## src/rtl/inst_fetch_if.sv

```systemverilog
// Fetch-stage bundle: redirect/stall controls in, instruction SRAM port and IF->ID bus out.
// Ports: flush/new_pc, stall vector, br_bus {valid,target}, stallreq_for_fifo (into fetch);
//        inst_sram_{en,wen,addr,wdata} and if_to_id_bus {discard,ce,pc} (out of fetch).
interface inst_fetch_if #(
  parameter int STALL_WD    = 6,
  parameter int IF_TO_ID_WD = 34
);
  logic                   flush;
  logic [31:0]            new_pc;
  logic [STALL_WD-1:0]    stall;
  logic [32:0]            br_bus;
  logic                   stallreq_for_fifo;

  logic                   inst_sram_en;
  logic [7:0]             inst_sram_wen;
  logic [31:0]            inst_sram_addr;
  logic [63:0]            inst_sram_wdata;
  logic [IF_TO_ID_WD-1:0] if_to_id_bus;

  // master: the fetch stage itself
  modport master (
    input  flush, new_pc, stall, br_bus, stallreq_for_fifo,
    output inst_sram_en, inst_sram_wen, inst_sram_addr, inst_sram_wdata, if_to_id_bus
  );

  // slave: the surrounding pipeline / SRAM that consumes fetches and issues redirects
  modport slave (
    output flush, new_pc, stall, br_bus, stallreq_for_fifo,
    input  inst_sram_en, inst_sram_wen, inst_sram_addr, inst_sram_wdata, if_to_id_bus
  );
endinterface

```

## src/rtl/inst_fetch.sv

```systemverilog
// Instruction fetch PC generator: issues one 64-bit (two-instruction) SRAM read per cycle.
// Latency: redirect seen in cycle N drives inst_sram_addr in cycle N+1; SRAM data returns one cycle after the address.
// Backpressure: stall[0] or stallreq_for_fifo suppress inst_sram_en and freeze the PC; redirects are still accepted.
// Ports: clk, rst (sync, active-high); ifb (inst_fetch_if.master) carries redirects, stalls, SRAM port and IF->ID bus.
module inst_fetch #(
  parameter logic [31:0] RESET_PC   = 32'hBFC00000,
  parameter logic [31:0] FETCH_STEP = 32'd8
) (
  input  logic         clk,
  input  logic         rst,
  inst_fetch_if.master ifb
);

  typedef enum logic [1:0] {
    BOOT = 2'd0,
    RUN  = 2'd1,
    HOLD = 2'd2
  } state_t;

  state_t      state, state_n;
  logic [31:0] pc_r, pc_n;
  logic        ce_r, ce_n;
  logic        pend_v, pend_v_n;
  logic [31:0] pend_pc, pend_pc_n;

  logic        hold_fetch;
  logic        br_v;
  logic [31:0] br_target;
  logic        fetch_en;
  logic        discard;

  assign hold_fetch = ifb.stall[0] | ifb.stallreq_for_fifo;
  assign br_v       = ifb.br_bus[32];
  assign br_target  = ifb.br_bus[31:0];

  // Only the PC-stage bit of the stall vector matters here; the IF/ID bit is
  // handled by the register that consumes if_to_id_bus.
  logic unused_stall_bits;
  assign unused_stall_bits = ^ifb.stall[$bits(ifb.stall)-1:1];

  // ---------------------------------------------------------------------------
  // State register
  // ---------------------------------------------------------------------------
  always_ff @(posedge clk) begin
    if (rst) begin
      state   <= BOOT;
      pc_r    <= 32'h0;
      ce_r    <= 1'b0;
      pend_v  <= 1'b0;
      pend_pc <= 32'h0;
    end else begin
      state   <= state_n;
      pc_r    <= pc_n;
      ce_r    <= ce_n;
      pend_v  <= pend_v_n;
      pend_pc <= pend_pc_n;
    end
  end

  // ---------------------------------------------------------------------------
  // Next-state / next-PC
  // ---------------------------------------------------------------------------
  always_comb begin
    state_n   = state;
    pc_n      = pc_r;
    ce_n      = ce_r;
    pend_v_n  = pend_v;
    pend_pc_n = pend_pc;

    unique case (state)
      BOOT: begin
        pc_n    = RESET_PC;
        ce_n    = 1'b1;
        state_n = RUN;
      end

      RUN, HOLD: begin
        if (!hold_fetch) begin
          state_n = RUN;
          if (br_v) begin
            // A live redirect is younger than anything parked, so it wins.
            pc_n     = br_target;
            pend_v_n = 1'b0;
          end else if (pend_v) begin
            pc_n     = pend_pc;
            pend_v_n = 1'b0;
          end else begin
            pc_n = pc_r + FETCH_STEP;
          end
        end else begin
          state_n = HOLD;
          if (br_v) begin
            if (ifb.stall[0]) begin
              // Pipeline stall: PC must stay put, park the target until release.
              pend_pc_n = br_target;
              pend_v_n  = 1'b1;
            end else begin
              // Buffer-full only: the decode buffer keeps slack for this, so
              // the redirect lands in pc_r now and waits there for the release.
              pc_n     = br_target;
              pend_v_n = 1'b0;
            end
          end
        end
      end

      default: begin
        state_n = BOOT;
        ce_n    = 1'b0;
        pend_v_n = 1'b0;
      end
    endcase

    // Exception/ERET redirect overrides stalls, branches and anything pending.
    if (ifb.flush) begin
      pc_n     = ifb.new_pc;
      ce_n     = 1'b1;
      pend_v_n = 1'b0;
      state_n  = RUN;
    end
  end

  // ---------------------------------------------------------------------------
  // Outputs (gated by rst so nothing leaks out during the reset cycle itself)
  // ---------------------------------------------------------------------------
  assign fetch_en = ce_r & ~hold_fetch & ~rst;

  // The fetch issued alongside a redirect is on the wrong path.
  assign discard  = ~rst & (ifb.flush | (br_v & ce_r));

  assign ifb.inst_sram_en    = fetch_en;
  assign ifb.inst_sram_wen   = 8'h00;
  assign ifb.inst_sram_addr  = pc_r;
  assign ifb.inst_sram_wdata = 64'h0;
  assign ifb.if_to_id_bus    = rst ? 34'b0 : {discard, fetch_en, pc_r};

endmodule

```

## src/flat_wrapper.sv

```systemverilog
// flat-port wrapper written by rule: the top's interface ports become plain ports
module inst_fetch_flat 
#(
  parameter logic [31:0] RESET_PC   = 32'hBFC00000,
  parameter logic [31:0] FETCH_STEP = 32'd8
)
  (clk, rst, ifb_flush, ifb_new_pc, ifb_stall, ifb_br_bus, ifb_stallreq_for_fifo, ifb_inst_sram_en, ifb_inst_sram_wen, ifb_inst_sram_addr, ifb_inst_sram_wdata, ifb_if_to_id_bus);
  inst_fetch_if ifb_i ();
  input  logic clk;
  input  logic rst;
  input wire logic [$bits(ifb_i.flush)-1:0] ifb_flush;
  input wire logic [$bits(ifb_i.new_pc)-1:0] ifb_new_pc;
  input wire logic [$bits(ifb_i.stall)-1:0] ifb_stall;
  input wire logic [$bits(ifb_i.br_bus)-1:0] ifb_br_bus;
  input wire logic [$bits(ifb_i.stallreq_for_fifo)-1:0] ifb_stallreq_for_fifo;
  output wire logic [$bits(ifb_i.inst_sram_en)-1:0] ifb_inst_sram_en;
  output wire logic [$bits(ifb_i.inst_sram_wen)-1:0] ifb_inst_sram_wen;
  output wire logic [$bits(ifb_i.inst_sram_addr)-1:0] ifb_inst_sram_addr;
  output wire logic [$bits(ifb_i.inst_sram_wdata)-1:0] ifb_inst_sram_wdata;
  output wire logic [$bits(ifb_i.if_to_id_bus)-1:0] ifb_if_to_id_bus;
  assign ifb_i.flush = ifb_flush;
  assign ifb_i.new_pc = ifb_new_pc;
  assign ifb_i.stall = ifb_stall;
  assign ifb_i.br_bus = ifb_br_bus;
  assign ifb_i.stallreq_for_fifo = ifb_stallreq_for_fifo;
  assign ifb_inst_sram_en = ifb_i.inst_sram_en;
  assign ifb_inst_sram_wen = ifb_i.inst_sram_wen;
  assign ifb_inst_sram_addr = ifb_i.inst_sram_addr;
  assign ifb_inst_sram_wdata = ifb_i.inst_sram_wdata;
  assign ifb_if_to_id_bus = ifb_i.if_to_id_bus;
  inst_fetch #(.RESET_PC(RESET_PC), .FETCH_STEP(FETCH_STEP)) u_core (.clk(clk), .rst(rst), .ifb(ifb_i));
endmodule
```

## config.mk

```make
export PLATFORM = sky130hd
export DESIGN_NAME = inst_fetch_flat
export DESIGN_NICKNAME = d
export VERILOG_FILES = /design/src/rtl/inst_fetch_if.sv /design/src/rtl/inst_fetch.sv /design/src/flat_wrapper.sv
export SDC_FILE = /design/constraint.sdc
export NUM_CORES = 1
export LEC_CHECK = 0
export CORE_UTILIZATION = 46
export DETAILED_ROUTE_END_ITERATION = 7
export PLACE_DENSITY = 0.87
export SYNTH_ARGS = -nofsm -noshare
export SYNTH_HDL_FRONTEND = slang
export SYNTH_SLANG_ARGS = --single-unit
```

## constraint.sdc

```tcl
create_clock -name clk -period 4.05 [get_ports clk]
set_input_delay 0.405 -clock clk [delete_from_list [all_inputs] [get_ports clk]]
set_output_delay 0.405 -clock clk [all_outputs]
set_load 0.02 [all_outputs]
```

; After elaboration in Yosys (flattened, before gate mapping)
; Index checks and enable logic that the tools add are counted.
[totals]
inputBits = 75
elab_cells = 46
out_inout_bits = 139
register_bits = 68
[classes]
addsub = 1
eq_ne = 6
bitwise_logic = 9
muxes = 17
n_reduce_logical = 7
[op_table]
columns = op, count
row1 = $mux W32, 6
row2 = $pmux W32 S2, 1
row3 = $mux W34, 1
row4 = $add A32 B4 Y32 const B, 1
row5 = $ne A4 B4 Y1 const B, 2
row6 = $mux W1, 5
row7 = $and A1 B1 Y1, 4
row8 = $pmux W1 S2, 2
row9 = $pmux W2 S2, 1
row10 = $reduce_and A4 Y1, 1
row11 = $reduce_or A2 Y1, 2
row12 = $ne A3 B3 Y1 const B, 1
row13 = $not A1 Y1, 3
row14 = $reduce_and A3 Y1, 1
row15 = $reduce_bool A3 Y1, 1
row16 = $eq A2 B1 Y1 const B, 1
row17 = $eq A2 B2 Y1 const B, 1
row18 = $logic_not A2 Y1, 1
row19 = $mux W2, 1
row20 = $ne A2 B2 Y1 const B, 1
row21 = $or A1 B1 Y1, 2
row22 = $reduce_and A2 Y1, 1

; Longest topological paths before layout
[depth]
depth_word = 6
ltp_mapped = 10
mapped_depth_nobuf = 7

; Worst setup path after synthesis
; Ideal clock, no wire load.
[synth_timing]
path_kind = register to register
startpoint = register u_core.pc_r[5], in the netlist u_core.ifb.inst_sram_addr[5]
endpoint = register u_core.pc_r[26], in the netlist u_core.ifb.inst_sram_addr[26]
arrival_time_ps = 1979
stages_incl_launch_ff = 8
t_required_ps = 3919
period_less_slack_ps = 2109
path_buffers = 2
setup_slack_ps = 1941
setup_time_ps = 131
cell_sequence = dfxtp_1 -> buf_2 -> nand3_2 -> or4_1 -> buf_2 -> o31a_1 -> o31ai_1 -> o22ai_1
[synth_between]
elab_chain_len = 6
[synth_rtl]
columns = item, line
row1 = from (decl), inst_fetch.sv:21  ; logic [31:0] pc_r, pc_n;
row2 = from (signal assigned), inst_fetch.sv:53  ; pc_r <= pc_n;
row3 = $add A32 B4 Y32, inst_fetch.sv:88  ; pc_n = pc_r + FETCH_STEP;
row4 = $mux W32, inst_fetch.sv:84  ; end else if (pend_v) begin
row5 = $mux W32, inst_fetch.sv:80  ; if (br_v) begin
row6 = $mux W32, inst_fetch.sv:78  ; if (!hold_fetch) begin
row7 = $pmux W32 S2, inst_fetch.sv:70  ; unique case (state)
row8 = $mux W32, inst_fetch.sv:115  ; if (ifb.flush) begin
; Every way passes these cells.
; A chain may end at the register's enable or synchronous reset.

; Worst setup path in the final report
[layout_timing]
startpoint = register u_core.state[0]
endpoint = register u_core.pc_r[18], in the netlist u_core.ifb.inst_sram_addr[18]
[layout_between]
elab_chain_len = 4
word_cells_on_any_way = 10
classes_between = 4 x eq/ne / 2 x mux / 4 x reduce/logical
[layout_rtl]
columns = item, line
row1 = from (decl), inst_fetch.sv:20  ; state_t state, state_n;
row2 = from (signal assigned), inst_fetch.sv:52  ; state <= state_n;
row3 = $eq A2 B1 Y1 or $eq A2 B2 Y1 (tied branches), inst_fetch.sv:70
row4 = $reduce_or A2 Y1, inst_fetch.sv:70
row5 = "$ne A4 B4 Y1 (no line), or another cell as far along", n/a
row6 = $reduce_and A3 Y1 (no line) or $mux W32 (tied branches), n/a
; Parallel ways exist; a longest one is shown, timed or not.

==> flow_summary.yaml <==
outcome:
  status: "finished, final reports clean"
setup_path:
  slowest_delay_ns: 0.51
  crit_path_max_fanout: 9
  slowest_stage: "nor3_2"
  critPathRequiredTime_ns: 4.32
  cp_data_arrival_time_ns: 2.87
  critical_path_class: "reg2reg"
  cp-start-kind: "flop"
  rrSetupSlack_ns: 1.45
  crit_chain: "inv_1 > ha_1 > nand2b_1 > nor3_2 > buf_4 > nand2_1 > o32a_1 > o31ai_1"
  end_kind: "flop"
cts:
  cts_tree: "done"
  post_cts_buffers: 0
  cts_hold_buf: 0
  cts.root.buffer_cell: "clkbuf_8"
  cts_resized: 0
  ctsLongestPathBuffers: 2
  path_clk_slew_ns: 0.08
  htree_num_levels: 3
  cts-buffers-inserted: 9
  cts_num_sinks: 68
  clk_latency_ns: 0.36
grt:
  grt_pass1_wl_mm: 22.7
  antenna_found_initial: 0
  grt_max_degree: 41
  globalRouteTotalUtil_pct: 27.3
  overflow: 0
  grt_pass1_vias: 4846
finish:
  mostFrequentLayoutCell: "clkdlybuf4s50_1"
  area_delta_synth_final_pct: 29.2
  final_layout_size_suffix_gt1_share_pct: 5.37
  fillers: 878
  layout_common_cells: "135 x clkdlybuf4s50_1, 99 x nand2_1, 72 x conb_1, 69 x a21oi_1, 68 x dfxtp_1"
  diodes: 0
  layout.nets: 837
synthesis:
  ys_ff_latch: 68
  synth_warnings: 0
  yosysTopAreaCell: "dfxtp_1"
  synth.area.top_cells: "dfxtp_1 29%, buf_4 12%, nand2_1 7.9%"
  synthCells: 649
  synth_flop_cell: "dfxtp_1"
  synth_edf_count: 0
  ys_seq_area_share_pct: 28.8
  synth.top_cell.area_share_pct: 28.8
  syn_area_um2: 4730
  async_reset_ff_share_pct: 0
  synth.avg_cell_area_um2: 7.28
  synth_cell_types: 63
floorplanning:
  fp.dieH_um: 103
  initial_core_util_pct: 47.9
  rows: 36
  num_io_pins: 214
  core-area_um2: 9860
  dieArea_um2: 10700
  die_w_um: 103
sta:
  period_share_pct: 64.3
  hold_viol: 0
  min_period_ns: 2.60
  max_slew_margin_pct: 34.6
  hold_ws_ns: 0.454
  final.setup.tns_ns: 0
  slew_viol_final: 0
  setup_violations: 0
  tightest_slew_ns: 0.977
  fmax_mhz: 384
  finalClockSkew_ns: 0.0142
  rsz0062_at_grt: "no"
placed_design:
  place_hpwl_mm: 10.1
  gp_congestion: 0.895
  port_buffers: 136
detailed_routing:
  drtAntennaViolNets: 0
  drcViolationCount: 0
  vias_per_cell: 5.63
  wirelength_mm: 14.4
  num_vias: 5048
  post_drt_wl_per_cell_um: 16.0
  drt_pass1_iterations: 7
  drt_iter0_markers: 569
flow_run:
  max_cap_viol_count: 0
pwr:
  p_per_area_nw_per_um2: 308
  p_leak_uw: 0.00228
  irDropWorstVdd_mv: 0.200
worst_hold_path:
  hold_path_class: "reg2reg"
## registers in the layout (all words and copies together) (netlist names)
| register | count |
|---|---|
| u_core.pend_v | 1 |
| u_core.ce_r | 1 |
| u_core.state | 2 |
| u_core.pend_pc | 32 |
| u_core.ifb.inst_sram_addr | 32 |
## final timing paths
kind	from	to	cells past startpoint
hold reg to reg	u_core.pend_pc[30]	u_core.pend_pc[30]	2
setup reg to reg	u_core.state[0]	u_core.ifb.inst_sram_addr[18]	8
hold / removal	u_core.pend_pc[30]	u_core.pend_pc[30]	2
setup / recovery	u_core.state[0]	u_core.ifb.inst_sram_addr[18]	8
## layer usage
layer | up-vias | track usage [%] | share of wire (%)
li1 | 2372 | - | -
met1 | 2317 | 32.7 | 39
met2 | 325 | 45.5 | 49
met3 | 34 | 7.93 | 11
met4 | 0 | 12.0 | 1.9
met5 | - | 0 | 0
## cell families after synthesis
kind of cell,count (synthesis),share of synthesized area (%)
fa+ha+maj,3,0.794
compound gates,169,23.4
other cells,1,0.0794
simple gates,257,27.1
flops,68,28.8
buf+inv,135,16.8
mux,2,0.424
xor+xnor,14,2.59
## worst max-delay path, delay by kind of cell, from the launching register on
family          cells  cell delay [ns]
simple gates        3             0.89
fa+ha+maj           1             0.46
buf+inv             2             0.33
flops               1             0.35
compound gates      2             0.50
## through the flow
| step | setup WS, ns | utilization, % | instance area [um2] | std cells | total power, uW |
|---|---|---|---|---|---|
| after floorplan | 1.94 | - | 4990 | 720 | 1120 |
| after global placement | 1.30 | 59.8 | 5900 | 881 | 1280 |
| after detailed placement | 1.20 | 59.8 | 5900 | 881 | 1300 |
| after CTS | 1.48 | 61.9 | 6110 | 897 | 1880 |
| after global routing | 1.28 | 61.9 | 6110 | 897 | 1960 |
| final | 1.45 | 61.9 | 6110 | 897 | 1880 |
## area by class of cell
| type | instances | area [um2] | share of cell area (%) |
|---|---|---|---|
| Multi-Input combinational cell | 517 | 2860 | 46.8 |
| Timing Repair Buffer | 149 | 1460 | 23.9 |
| Sequential cell | 68 | 1360 | 22.3 |
| Tap cell | 133 | 166 | 2.73 |
| Clock buffer | 11 | 151 | 2.48 |
| Clock inverter | 5 | 58.8 | 0.963 |
| Inverter | 14 | 52.6 | 0.861 |
## Yosys cell counts (all sizes together) (3+ instances only)
cell type  instances
a211o              3
a211oi             4
a21oi             69
a221oi             4
a222oi             3
a22oi             16
a311oi             3
a31o               3
a31oi              7
and2               6
and3              10
and4               6
buf               86
clkbuf            35
dfxtp             68
ha                 3
inv               13
nand2             99
nand2b             8
nand3             16
nand4             12
nor2              36
nor2b             28
nor3              19
nor4               7
o211ai             3
o21ai             13
o22ai             10
o31a               3
o31ai              7
or3                6
xnor2              7
xor2               7
## power breakdown
| group | total (uW) | switching [uW] | leakage, uW | internal [uW] |
|---|---|---|---|---|
| clock | 594 | 275 | 0.000102 | 319 |
| sequential | 764 | 54.1 | 0.000557 | 710 |
| combinational | 523 | 298 | 0.00162 | 225 |
No activity file was read; power rests on OpenSTA's default activity.
